## src/rtl/nt_subckt_pkg.sv

```systemverilog
// Shared types and the per-lane combine function for the Nt-node lane pipeline.
package nt_subckt_pkg;

  typedef enum logic [1:0] {
    NT_NOR  = 2'b00,
    NT_OR   = 2'b01,
    NT_XNOR = 2'b10,
    NT_ANDN = 2'b11
  } nt_mode_e;

  // Single-lane combine; callers replicate it across lanes, so it stays width-agnostic.
  function automatic logic nt_combine(nt_mode_e mode, logic d, logic sel);
    logic r;
    case (mode)
      NT_OR:   r = d | sel;
      NT_XNOR: r = ~(d ^ sel);
      NT_ANDN: r = d & ~sel;
      default: r = ~(d | sel);
    endcase
    return r;
  endfunction

endpackage

```

## src/rtl/nt_subckt_if.sv

```systemverilog
// Beat/result bundle between stimulus registers, the lane pipe and the observer.
interface nt_subckt_if #(
  parameter int WIDTH = 8,
  parameter int CNT_W = 8
);
  import nt_subckt_pkg::*;

  logic             hold;
  logic             in_valid;
  logic [WIDTH-1:0] d_in;
  logic [WIDTH-1:0] sel_in;
  nt_mode_e         mode_in;
  logic             clr_count;
  logic             out_valid;
  logic [WIDTH-1:0] q_out;
  logic [CNT_W-1:0] hit_count;
  logic             hit_sat;

  modport master (
    output hold, in_valid, d_in, sel_in, mode_in, clr_count,
    input  out_valid, q_out, hit_count, hit_sat
  );

  modport slave (
    input  hold, in_valid, d_in, sel_in, mode_in, clr_count,
    output out_valid, q_out, hit_count, hit_sat
  );
endinterface

```

## src/rtl/nt_sat_counter.sv

```systemverilog
// Saturating up-counter with clear priority; clear ignores the enable.
module nt_sat_counter #(
  parameter int CNT_W = 8
) (
  input  logic             clk,
  input  logic             rst,
  input  logic             en,
  input  logic             inc,
  input  logic             clr,
  output logic [CNT_W-1:0] count,
  output logic             sat
);

  assign sat = &count;

  always_ff @(posedge clk) begin
    if (rst || clr)            count <= '0;
    else if (en && inc && !sat) count <= count + CNT_W'(1);
  end

endmodule

```

## src/rtl/nt_subckt_lane_pipe.sv

```systemverilog
// WIDTH-lane Nt-node pipe: LAT-1 carry stages plus an output register, global hold, hit profiling.
module nt_subckt_lane_pipe
  import nt_subckt_pkg::*;
#(
  parameter int WIDTH = 8,
  parameter int LAT   = 3,
  parameter int CNT_W = 8
) (
  input  logic          I1470_clk,
  input  logic          I1477_rst,
  nt_subckt_if.slave    bus
);

  localparam int STG = LAT - 1;

  // vld_pipe[STG] is the output valid; lower indices are the carry stages.
  logic [STG:0]                  vld_pipe;
  logic [STG-1:0][WIDTH-1:0]     d_pipe, sel_pipe;
  logic [STG-1:0][1:0]           mode_pipe;
  logic [STG-1:0][WIDTH-1:0]     d_src, sel_src;
  logic [STG-1:0][1:0]           mode_src;
  logic [STG-1:0]                v_src;
  logic [WIDTH-1:0]              comb, q_reg;
  logic                          hit;

  always_comb begin
    v_src       = '0;
    d_src       = '0;
    sel_src     = '0;
    mode_src    = '0;
    v_src[0]    = bus.in_valid;
    d_src[0]    = bus.d_in;
    sel_src[0]  = bus.sel_in;
    mode_src[0] = bus.mode_in;
    for (int k = 1; k < STG; k++) begin
      v_src[k]    = vld_pipe[k-1];
      d_src[k]    = d_pipe[k-1];
      sel_src[k]  = sel_pipe[k-1];
      mode_src[k] = mode_pipe[k-1];
    end
  end

  // Payload only loads behind a valid, so bubbles leave the last beat's data parked.
  always_ff @(posedge I1470_clk) begin
    if (I1477_rst) begin
      vld_pipe  <= '0;
      d_pipe    <= '0;
      sel_pipe  <= '0;
      mode_pipe <= '0;
      q_reg     <= '0;
    end else if (!bus.hold) begin
      vld_pipe <= {vld_pipe[STG-1:0], bus.in_valid};
      for (int k = 0; k < STG; k++) begin
        if (v_src[k]) begin
          d_pipe[k]    <= d_src[k];
          sel_pipe[k]  <= sel_src[k];
          mode_pipe[k] <= mode_src[k];
        end
      end
      if (vld_pipe[STG-1]) q_reg <= comb;
    end
  end

  for (genvar l = 0; l < WIDTH; l++) begin : g_lane
    assign comb[l] = nt_combine(nt_mode_e'(mode_pipe[STG-1]),
                                d_pipe[STG-1][l], sel_pipe[STG-1][l]);
  end

  assign hit = vld_pipe[STG-1] & (|comb);

  nt_sat_counter #(.CNT_W(CNT_W)) u_hit_cnt (
    .clk   (I1470_clk),
    .rst   (I1477_rst),
    .en    (~bus.hold),
    .inc   (hit),
    .clr   (bus.clr_count),
    .count (bus.hit_count),
    .sat   (bus.hit_sat)
  );

  assign bus.out_valid = vld_pipe[STG];
  assign bus.q_out     = q_reg;

endmodule
```

## src/flat_wrapper.sv

```systemverilog
// flat-port wrapper written by rule: the top's interface ports become plain ports
module nt_subckt_lane_pipe_flat import nt_subckt_pkg::*;
#(
  parameter int WIDTH = 8,
  parameter int LAT   = 3,
  parameter int CNT_W = 8
)
  (I1470_clk, I1477_rst, bus_hold, bus_in_valid, bus_d_in, bus_sel_in, bus_mode_in, bus_clr_count, bus_out_valid, bus_q_out, bus_hit_count, bus_hit_sat);
  nt_subckt_if #(.WIDTH(WIDTH), .CNT_W(CNT_W)) bus_i ();
  input  logic I1470_clk;
  input  logic I1477_rst;
  input wire logic [$bits(bus_i.hold)-1:0] bus_hold;
  input wire logic [$bits(bus_i.in_valid)-1:0] bus_in_valid;
  input wire logic [$bits(bus_i.d_in)-1:0] bus_d_in;
  input wire logic [$bits(bus_i.sel_in)-1:0] bus_sel_in;
  input wire logic [$bits(bus_i.mode_in)-1:0] bus_mode_in;
  input wire logic [$bits(bus_i.clr_count)-1:0] bus_clr_count;
  output wire logic [$bits(bus_i.out_valid)-1:0] bus_out_valid;
  output wire logic [$bits(bus_i.q_out)-1:0] bus_q_out;
  output wire logic [$bits(bus_i.hit_count)-1:0] bus_hit_count;
  output wire logic [$bits(bus_i.hit_sat)-1:0] bus_hit_sat;
  assign bus_i.hold = bus_hold;
  assign bus_i.in_valid = bus_in_valid;
  assign bus_i.d_in = bus_d_in;
  assign bus_i.sel_in = bus_sel_in;
  assign bus_i.mode_in = bus_mode_in;
  assign bus_i.clr_count = bus_clr_count;
  assign bus_out_valid = bus_i.out_valid;
  assign bus_q_out = bus_i.q_out;
  assign bus_hit_count = bus_i.hit_count;
  assign bus_hit_sat = bus_i.hit_sat;
  nt_subckt_lane_pipe #(.WIDTH(WIDTH), .LAT(LAT), .CNT_W(CNT_W)) u_core (.I1470_clk(I1470_clk), .I1477_rst(I1477_rst), .bus(bus_i));
endmodule
```

## config.mk

```make
export PLATFORM = sky130hd
export DESIGN_NAME = nt_subckt_lane_pipe_flat
export DESIGN_NICKNAME = d
export VERILOG_FILES = /design/src/rtl/nt_subckt_pkg.sv /design/src/rtl/nt_subckt_if.sv /design/src/rtl/nt_sat_counter.sv /design/src/rtl/nt_subckt_lane_pipe.sv /design/src/flat_wrapper.sv
export SDC_FILE = /design/constraint.sdc
export NUM_CORES = 1
export LEC_CHECK = 0
export BUFFER_PORTS_ARGS = -buffer_cell sky130_fd_sc_hd__buf_2
export CORE_ASPECT_RATIO = 1.5
export CORE_UTILIZATION = 59
export CTS_BUF_LIST = sky130_fd_sc_hd__clkbuf_4
export DETAILED_ROUTE_END_ITERATION = 10
export HOLD_SLACK_MARGIN = 0.15
export PLACE_DENSITY = 0.82
export REMOVE_ABC_BUFFERS = 1
export SYNTH_ARGS = -nofsm -noshare
export SYNTH_HDL_FRONTEND = slang
export SYNTH_SLANG_ARGS = --single-unit
export TNS_END_PERCENT = 100
```

## constraint.sdc

```tcl
create_clock -name I1470_clk -period 2.2 [get_ports I1470_clk]
set_input_delay 0 -clock I1470_clk [delete_from_list [all_inputs] [get_ports I1470_clk]]
set_output_delay 0 -clock I1470_clk [all_outputs]
set_load 0.01 [all_outputs]
```

**Word level (Yosys, flattened, before mapping)**

Index checks and enable logic that the tools add are counted.
Widths: inputs -> output; s select.

- Multiplexer cells: 8
- Add/sub/neg operators: 1
- Eq/ne operators: 3
- Bitwise operators: 50
- Reduce and logical (&&, ||, !) cells: 9

Operator list:

| operator | count |
|---|---|
| $not 1->1 | 25 |
| $pmux 1 s3 | 8 |
| $and 1x1->1 | 9 |
| $add 8x1->8 const B | 1 |
| $or 1x1->1 | 8 |
| $reduce_and 8->1 | 1 |
| $reduce_or 8->1 | 1 |
| $xor 1x1->1 | 8 |
| $reduce_and 2->1 | 3 |
| $eq 2x2->1 const B | 2 |
| $eq 2x1->1 const B | 1 |
| $logic_and 1x1->1 | 2 |
| $logic_not 1->1 | 1 |
| $logic_or 1x1->1 | 1 |

- Register bits: 55
- Output and inout port bits: 18

**Longest topological paths before layout**

Gate-level depths: netlist of the first run.

- Depth in word-level cells: 7
- Depth in mapped cells: 9
- Gate-level depth less buffers: 8

**By module**

Synthesis of the first run repeated with hierarchy kept, for this count alone.

- Cell total of the unflattened synthesis: 331
- Area total of the unflattened synthesis: 2712.6 um2

By module, submodules not included:

| module | area an instance (um2) | cells each | instances |
|---|---|---|---|
| nt_subckt_lane_pipe | 2245.9 | 283 | 1 |
| nt_sat_counter | 466.7 | 48 | 1 |

**Least setup slack after synthesis of the first run**

Ideal clock, no wire load.

- Path kind: flip-flop to flip-flop
- Start point: reg u_core.d_pipe[9] in the netlist's numbering
- End point: reg u_core.u_hit_cnt.count[7]
- Data required time: 2121 ps
- Stages on the path, launching flop included: 10
- Setup time: 79 ps
- Clock period less this slack: 1867 ps
- Arrival time: 1788 ps
- Setup slack: 333 ps
- Path through: dfxtp_1 inv_1 ha_1 nand2b_4 a21oi_1 o22ai_2 nor4_4 buf_6 nor4_2 a211oi_2

- Cells in the longest elaborated chain, start to end: 7
- Elaborated cells on any way between the ends: 10

RTL lines:

| what | RTL line | source |
|---|---|---|
| start, declared | nt_subckt_lane_pipe.sv:18 | `logic [STG-1:0][WIDTH-1:0] d_pipe, sel_pipe;` |
| start signal, assigned by index | nt_subckt_lane_pipe.sv:55 | `d_pipe[k] <= d_src[k];` |
| $or 1x1->1 or $xor 1x1->1 (tied branches) | nt_subckt_pkg.sv:15, nt_subckt_pkg.sv:18, nt_subckt_pkg.sv:16 |  |
| $not 1->1, on equally long branches | nt_subckt_pkg.sv:18, nt_subckt_pkg.sv:16 |  |
| $pmux 1 s3 * | nt_subckt_pkg.sv:14 | `case (mode)` |
| $reduce_or 8->1 * | nt_subckt_lane_pipe.sv:69 | `assign hit = vld_pipe[STG-1] & (\|comb);` |
| $and 1x1->1 * | nt_subckt_lane_pipe.sv:69 |  |
| $logic_and 1x1->1 * (2 in a row) | nt_sat_counter.sv:18 | `else if (en && inc && !sat) count <= count + CNT_W'(1);` |
| end signal, assigned | nt_sat_counter.sv:18 |  |
| end, declared | nt_sat_counter.sv:10 | `output logic [CNT_W-1:0] count,` |

Every way passes the cells marked *; elsewhere a longest branch is shown, timed or not.
A chain may end at the register's enable or synchronous reset.

**Final worst setup path of the first run**

- Start point: reg u_core.sel_pipe[9] in the netlist's numbering
- End point: reg u_core.u_hit_cnt.count[7]

- Cells in the longest elaborated chain, start to end: 7
- Elaborated cells on any way between the ends: 11

RTL lines:

| what | RTL line | source |
|---|---|---|
| start, declared | nt_subckt_lane_pipe.sv:18 |  |
| start signal, assigned by index | nt_subckt_lane_pipe.sv:56 | `sel_pipe[k] <= sel_src[k];` |
| $or 1x1->1 (tied with other cells) | nt_subckt_pkg.sv:15, nt_subckt_pkg.sv:18 |  |
| $not 1->1 (tied with other cells) | nt_subckt_pkg.sv:18 | `default: r = ~(d \| sel);` |
| $pmux 1 s3 * | nt_subckt_pkg.sv:14 |  |
| $reduce_or 8->1 * | nt_subckt_lane_pipe.sv:69 |  |
| $and 1x1->1 * | nt_subckt_lane_pipe.sv:69 |  |
| $logic_and 1x1->1 * (2 in a row) | nt_sat_counter.sv:18 |  |

Marks and branches as above.

==> impl_metrics.py, run 1 <==
metrics = {
    "clock_tree": {
        "path_clk_slew_ps": 150,
        "cts_tree": "done",
        "h-tree-depth": 2,
        "clock_latency_ps": 370,
        "cts_sinks": 55,
        "max-clock-path-buffers": 2,
        "cts_buffers": 5,
        "post_cts_resized": 0,
        "cts_root_buf": "clkbuf_4",
    },
    "cells_and_area": {
        "area_growth_pct": 17.9,
        "drive_above_1_share": 0.174,
        "final_cell_mix": "nand2_1 (86), dfxtp_1 (55), a21oi_1 (50), buf_2 (40), dlygate4sd3_1 (21)",
        "regArea_um2": 1100,
        "fillers": 334,
        "antenna_cells": 0,
        "final_nets": 431,
        "finalInstanceArea_um2": 3190,
        "finalNonFillerCells": 437,
        "final_common_cell": "nand2_1",
        "multi_input_area_um2": 1420,
    },
    "critical_path": {
        "worstPathRequired_ps": 2510,
        "path_buf_inv": 2,
        "max_stage_delay_ps": 370,
        "worstPathMaxFanout": 16,
        "crit_cells": 9,
        "crit_path_start_kind": "flop",
        "path_class": "reg2reg",
        "cp_top_family": "compound AO/OA/AOI/OAI gates",
        "crit_arrival_ps": 2320,
        "r2r_cells": 9,
        "slowest_stage": "dfxtp_1",
        "cp-end-kind": "flop",
        "cp_cell_sequence": "inv_1 > ha_1 > nand2b_4 > a21oi_1 > o22ai_2 > nor4_4 > buf_4 > nor4_2 > a211oi_2",
    },
    "die": {
        "rows": 29,
        "die_w_um": 57.3,
        "initial_core_util": 0.627,
        "die_height_um": 85.0,
        "fp.dieArea_um2": 4870,
        "io_pins": 41,
        "core-area_um2": 4320,
    },
    "placement": {
        "gp_congestion": 0.746,
        "dpl_cell_area_um2": 2910,
        "portBuffers": 40,
        "dp.cells": 409,
        "place_ws_ps": 209,
        "hpwl_um": 3480,
    },
    "global_routing": {
        "grt_pass1_wl_um": 8690,
        "overflow": 0,
        "grt_max_degree": 49,
        "globalRouteTotalUtil": 0.223,
        "antenna_found_initial": 0,
        "grt_pass1_vias": 2142,
    },
    "routing": {
        "drc": 4,
        "dr_total_vias": 2323,
        "first_iter_violations": 100,
        "wl_um": 5030,
        "antenna_left": 0,
        "drt-pass1-iter-count": 8,
        "wl_per_cell_um": 11.5,
        "via_per_inst": 5.32,
    },
    "yosys": {
        "yosysWarnings": 0,
        "avgSynthCellArea_um2": 8.03,
        "synth_area_leaders": "dfxtp_1 (41%), nand2_1 (12%), a21oi_1 (9.2%)",
        "netlist_area_um2": 2710,
        "synth_async_sr_flop_share": 0,
        "syn_inst": 337,
        "synth_top_area_share": 0.407,
        "post-synth-top-area-cell": "dfxtp_1",
        "synth-seq-cells": 55,
        "synth_cell_types": 33,
        "yosys_most_used_dff": "dfxtp_1",
        "synth_enable_flop_cells": 0,
        "seq_area_frac_synth": 0.407,
    },
    "sta": {
        "relSlewSlack": 0.557,
        "period_minus_slack_ps": 2020,
        "period_share": 0.916,
        "finalSetupViolCount": 0,
        "final_hold_viol_count": 0,
        "final_max_slew_viol_count": 0,
        "finClkSkew_ps": 7.91,
        "fin_ws_ps": 185,
        "max_freq_mhz": 496,
        "worstMarginPinSlew_ps": 664,
        "rsz0062_at_grt": "false",
    },
    "job": {
        "drv_cap": 0,
    },
    "outcome": {
        "violations": "design-rule violations",
        "outcome": "finished with violations",
    },
    "power": {
        "p_leak_nw": 1.28,
        "p_per_area_nw_per_um2": 536,
        "ir_drop_mv": 0.420,
    },
    "hold_path": {
        "hold_class": "in2reg",
        "whs_path_depth": 5,
    },
}
timing repair:
action | CTS | global route
buffers inserted | 0 | 0
hold buffers | 21 | 0
hold endpoints to repair | 29 | 0
final cells by class:
cell class | instances | area share
Clock buffer | 5 | 0.0118
Timing Repair Buffer | 68 | 0.145
Multi-Input combinational cell | 242 | 0.446
Inverter | 19 | 0.0223
Clock inverter | 2 | 0.0118
Sequential cell | 55 | 0.345
Tap cell | 46 | 0.0180
report_power, final:
part,switching [mW],internal (mW),total (mW),leakage (nW)
Sequential,0.0112,1.02,1.03,0.446
Clock,0.304,0.233,0.538,0.0373
Combinational,0.0726,0.0688,0.141,0.802
worst paths after layout:
| kind | start | endpoint | slack (ps) |
|---|---|---|---|
| max | u_core.sel_pipe[9] | u_core.u_hit_cnt.count[7] | 180 |
| min reg2reg | u_core.d_pipe[3] | u_core.d_pipe[11] | 460 |
| min | bus_in_valid | u_core.d_pipe[2] | 220 |
| max reg2reg | u_core.sel_pipe[9] | u_core.u_hit_cnt.count[7] | 180 |
cell families after synthesis:
kind of cell	after synthesis	share of synthesized area
buffers and inverters	40	0.0670
AND/OR/NAND/NOR	143	0.253
flip-flops	55	0.407
AO/OA/AOI/OAI	74	0.169
adder cells (fa/ha/maj)	17	0.0786
XOR/XNOR	8	0.0259
state kept, by name, indices dropped and copies added, names as in the netlist:
name and flops:
u_core.d_pipe 16, u_core.mode_pipe 4, u_core.vld_pipe 3, u_core.u_hit_cnt.count 8, u_core.bus.q_out 8, u_core.sel_pipe 16
per-stage QoR:
stage	utilization	power, mW	hold WS (ps)	setup TNS (ps)
5_1_grt	0.739	1.80	206	0
4_1_cts	0.739	1.73	178	0
2_1_floorplan	-	1.11	69.1	-198
3_5_place_dp	0.673	1.16	245	0
6_report	0.739	1.71	218	0
3_3_place_gp	0.673	1.16	241	0
worst reg2reg max path, stage by stage, from the launching register on:
cell and delay [ps]:
dfxtp_1 370, inv_1 70, ha_1 320, nand2b_4 50, a21oi_1 220, o22ai_2 140
nor4_4 250, buf_4 230, nor4_2 70, a211oi_2 230
synth_stat cells, types with 3 or more instances:
library cell / number
xor2_1: 8
a211oi_2: 3
clkbuf_1: 15
nand3_1: 6
buf_6: 4
ha_1: 17
dfxtp_1: 55
nor2b_1: 9
o21ai_1: 5
nand2b_1: 12
o22ai_2: 4
a21oi_1: 50
or3_1: 7
nand2_1: 86
inv_1: 19
o31ai_1: 7
nor2_1: 11
routing by layer:
metal	part of all wire	vias to the layer above	track usage	routed length, um
li1	-	1213	-	-
met3	0.025	11	0.0366	128
met5	0	-	0	0
met1	0.42	1056	0.237	2110
met2	0.53	43	0.424	2670
met4	0.023	0	0.0909	118
Power figures use the tool's default switching activity.
==> run 2: changes to the inputs <==
- CTS_CLUSTER_SIZE: default -> 20
- PLACE_DENSITY: 0.82 -> 0.81
==> impl_metrics.py, run 2 (synthesis results as in run 1) <==
metrics = {
    "cells_and_area": {
        "final_cell_mix": "nand2_1 (86), dfxtp_1 (55), a21oi_1 (50), buf_2 (40), dlygate4sd3_1 (21)",
        "final_nets": 430,
        "final_common_cell": "nand2_1",
        "area_growth_pct": 18.5,
        "largest_registers": "u_core.d_pipe (16), u_core.sel_pipe (16)",
        "drive_above_1_share": 0.174,
        "antenna_cells": 0,
    },
    "hold_path": {
        "hold_start": "bus_in_valid",
        "hold_class": "in2reg",
        "min_to": "u_core.sel_pipe[1]",
        "whs_path_depth": 5,
    },
    "job": {
        "drv_cap": 0,
    },
    "sta": {
        "finClkSkew_ps": 10.6,
        "fin_ws_ps": 220,
        "period_minus_slack_ps": 1980,
        "relSlewSlack": 0.532,
        "rsz0062_at_grt": "false",
        "final_max_slew_viol_count": 0,
        "max_freq_mhz": 505,
        "worstMarginPinSlew_ps": 702,
        "final_hold_viol_count": 0,
        "period_share": 0.900,
        "finalSetupViolCount": 0,
    },
    "global_routing": {
        "grt_max_degree": 49,
        "overflow": 0,
        "grt_pass1_vias": 2142,
        "antenna_found_initial": 0,
        "globalRouteTotalUtil": 0.222,
        "grt_pass1_wl_um": 8670,
    },
    "routing": {
        "antenna_left": 0,
        "via_per_inst": 5.26,
        "dr_total_vias": 2298,
        "drt-pass1-iter-count": 9,
        "wl_um": 4890,
        "drc": 3,
        "wl_per_cell_um": 11.2,
        "first_iter_violations": 87,
    },
    "critical_path": {
        "slowest_stage": "dfxtp_1",
        "worstPathMaxFanout": 16,
        "cp_cell_sequence": "inv_1 > ha_1 > or2b_1 > a21oi_2 > o22ai_2 > nor4_4 > buf_4 > nor4_2 > a211oi_2",
        "r2r-end": "u_core.u_hit_cnt.count[7]",
        "startpoint": "u_core.sel_pipe[8]",
        "r2r_slack_ps": 220,
        "path_class": "reg2reg",
        "crit_path_start_kind": "flop",
        "crit_arrival_ps": 2300,
        "worstPathRequired_ps": 2520,
        "max_stage_delay_ps": 360,
        "crit-reg2reg-launch": "u_core.sel_pipe[8]",
        "cp-end-kind": "flop",
        "r2r_cells": 9,
    },
    "clock_tree": {
        "cts_setup_buffers": 0,
        "cts_buffers": 5,
        "path_clk_slew_ps": 160,
        "cts_root_buf": "clkbuf_4",
        "cts_sinks": 55,
        "h-tree-depth": 2,
        "clock_latency_ps": 390,
        "max-clock-path-buffers": 2,
        "cts_tree": "done",
    },
    "power": {
        "total_power_mw": 1.74,
        "pwr-share-comb": 0.081,
        "intPower_mw": 1.33,
        "ir_drop_mv": 0.501,
        "clock_power_share": 0.328,
        "p_per_area_nw_per_um2": 544,
        "p_sw_mw": 0.409,
        "swShare": 0.235,
        "p_leak_nw": 1.29,
        "sequentialPowerShare": 0.591,
    },
    "placement": {
        "portBuffers": 40,
        "hpwl_um": 3380,
        "place_ws_ps": 235,
        "gp_congestion": 0.746,
    },
    "die": {
        "core-area_um2": 4320,
        "die_w_um": 57.3,
        "rows": 29,
        "initial_core_util": 0.627,
        "io_pins": 41,
        "die_height_um": 85.0,
        "fp.dieArea_um2": 4870,
    },
    "outcome": {
        "outcome": "finished with violations",
        "violations": "design-rule violations",
    },
}
[run 2: metrics by stage]
stage | instance area [um^2] | setup TNS [ps] | util | hold slack [ps] | instances
floorplan | 2600 | -198 | - | 69.1 | 316
global placement | 2910 | 0 | 0.674 | 240 | 408
detailed placement | 2910 | 0 | 0.674 | 245 | 408
CTS | 3210 | 0 | 0.743 | 162 | 437
global route | 3210 | 0 | 0.743 | 182 | 437
finish | 3210 | 0 | 0.743 | 179 | 437
[run 2: power by group through the flow]
stage	Clock (mW)	Combinational, mW	Sequential (mW)
5_1_grt	0.622	0.158	1.03
3_3_place_gp	0	0.109	1.05
2_1_floorplan	0	0.0556	1.05
3_5_place_dp	0	0.111	1.05
4_1_cts	0.586	0.139	1.03
6_report	0.572	0.141	1.03
[run 2: how the worst max path moves through the flow]
stage	to	slack, ps	depth (start not counted)
4_1_cts	u_core.u_hit_cnt.count[7]	210	9
6_report	u_core.u_hit_cnt.count[7]	220	9
5_1_grt	u_core.u_hit_cnt.count[7]	30	9
2_1_floorplan	u_core.u_hit_cnt.count[7]	-60	6
3_5_place_dp	u_core.u_hit_cnt.count[7]	230	9
3_3_place_gp	u_core.u_hit_cnt.count[7]	300	9
[run 2: per-layer routing]
layer | wire length [um] | vias to the layer above | global-route usage
met3 | 109 | 6 | 0.0351
met1 | 2070 | 1043 | 0.240
met5 | 0 | - | 0
li1 | - | 1211 | -
met4 | 76 | 0 | 0.0909
met2 | 2640 | 38 | 0.419
[run 2: what timing repair did]
| action | CTS | global route |
|---|---|---|
| gates resized for setup | 0 | 0 |
| endpoints found under the hold margin | 29 | 0 |
| hold buffers | 21 | 0 |
[run 2: critical path, delay by kind of cell, from the launching register on]
family | cells | cell delay [ps]
AND/OR/NAND/NOR | 3 | 560
AO/OA/AOI/OAI | 3 | 510
flip-flops | 1 | 360
buffers and inverters | 2 | 290
adder cells (fa/ha/maj) | 1 | 200
[run 2: layout make-up]
class	instances	area, um^2
Multi-Input combinational cell	242	1420
Clock inverter	3	47.5
Timing Repair Buffer	67	468
Fill cell	345	1110
Inverter	19	71.3
Clock buffer	5	37.5
Sequential cell	55	1100
Tap cell	46	57.6
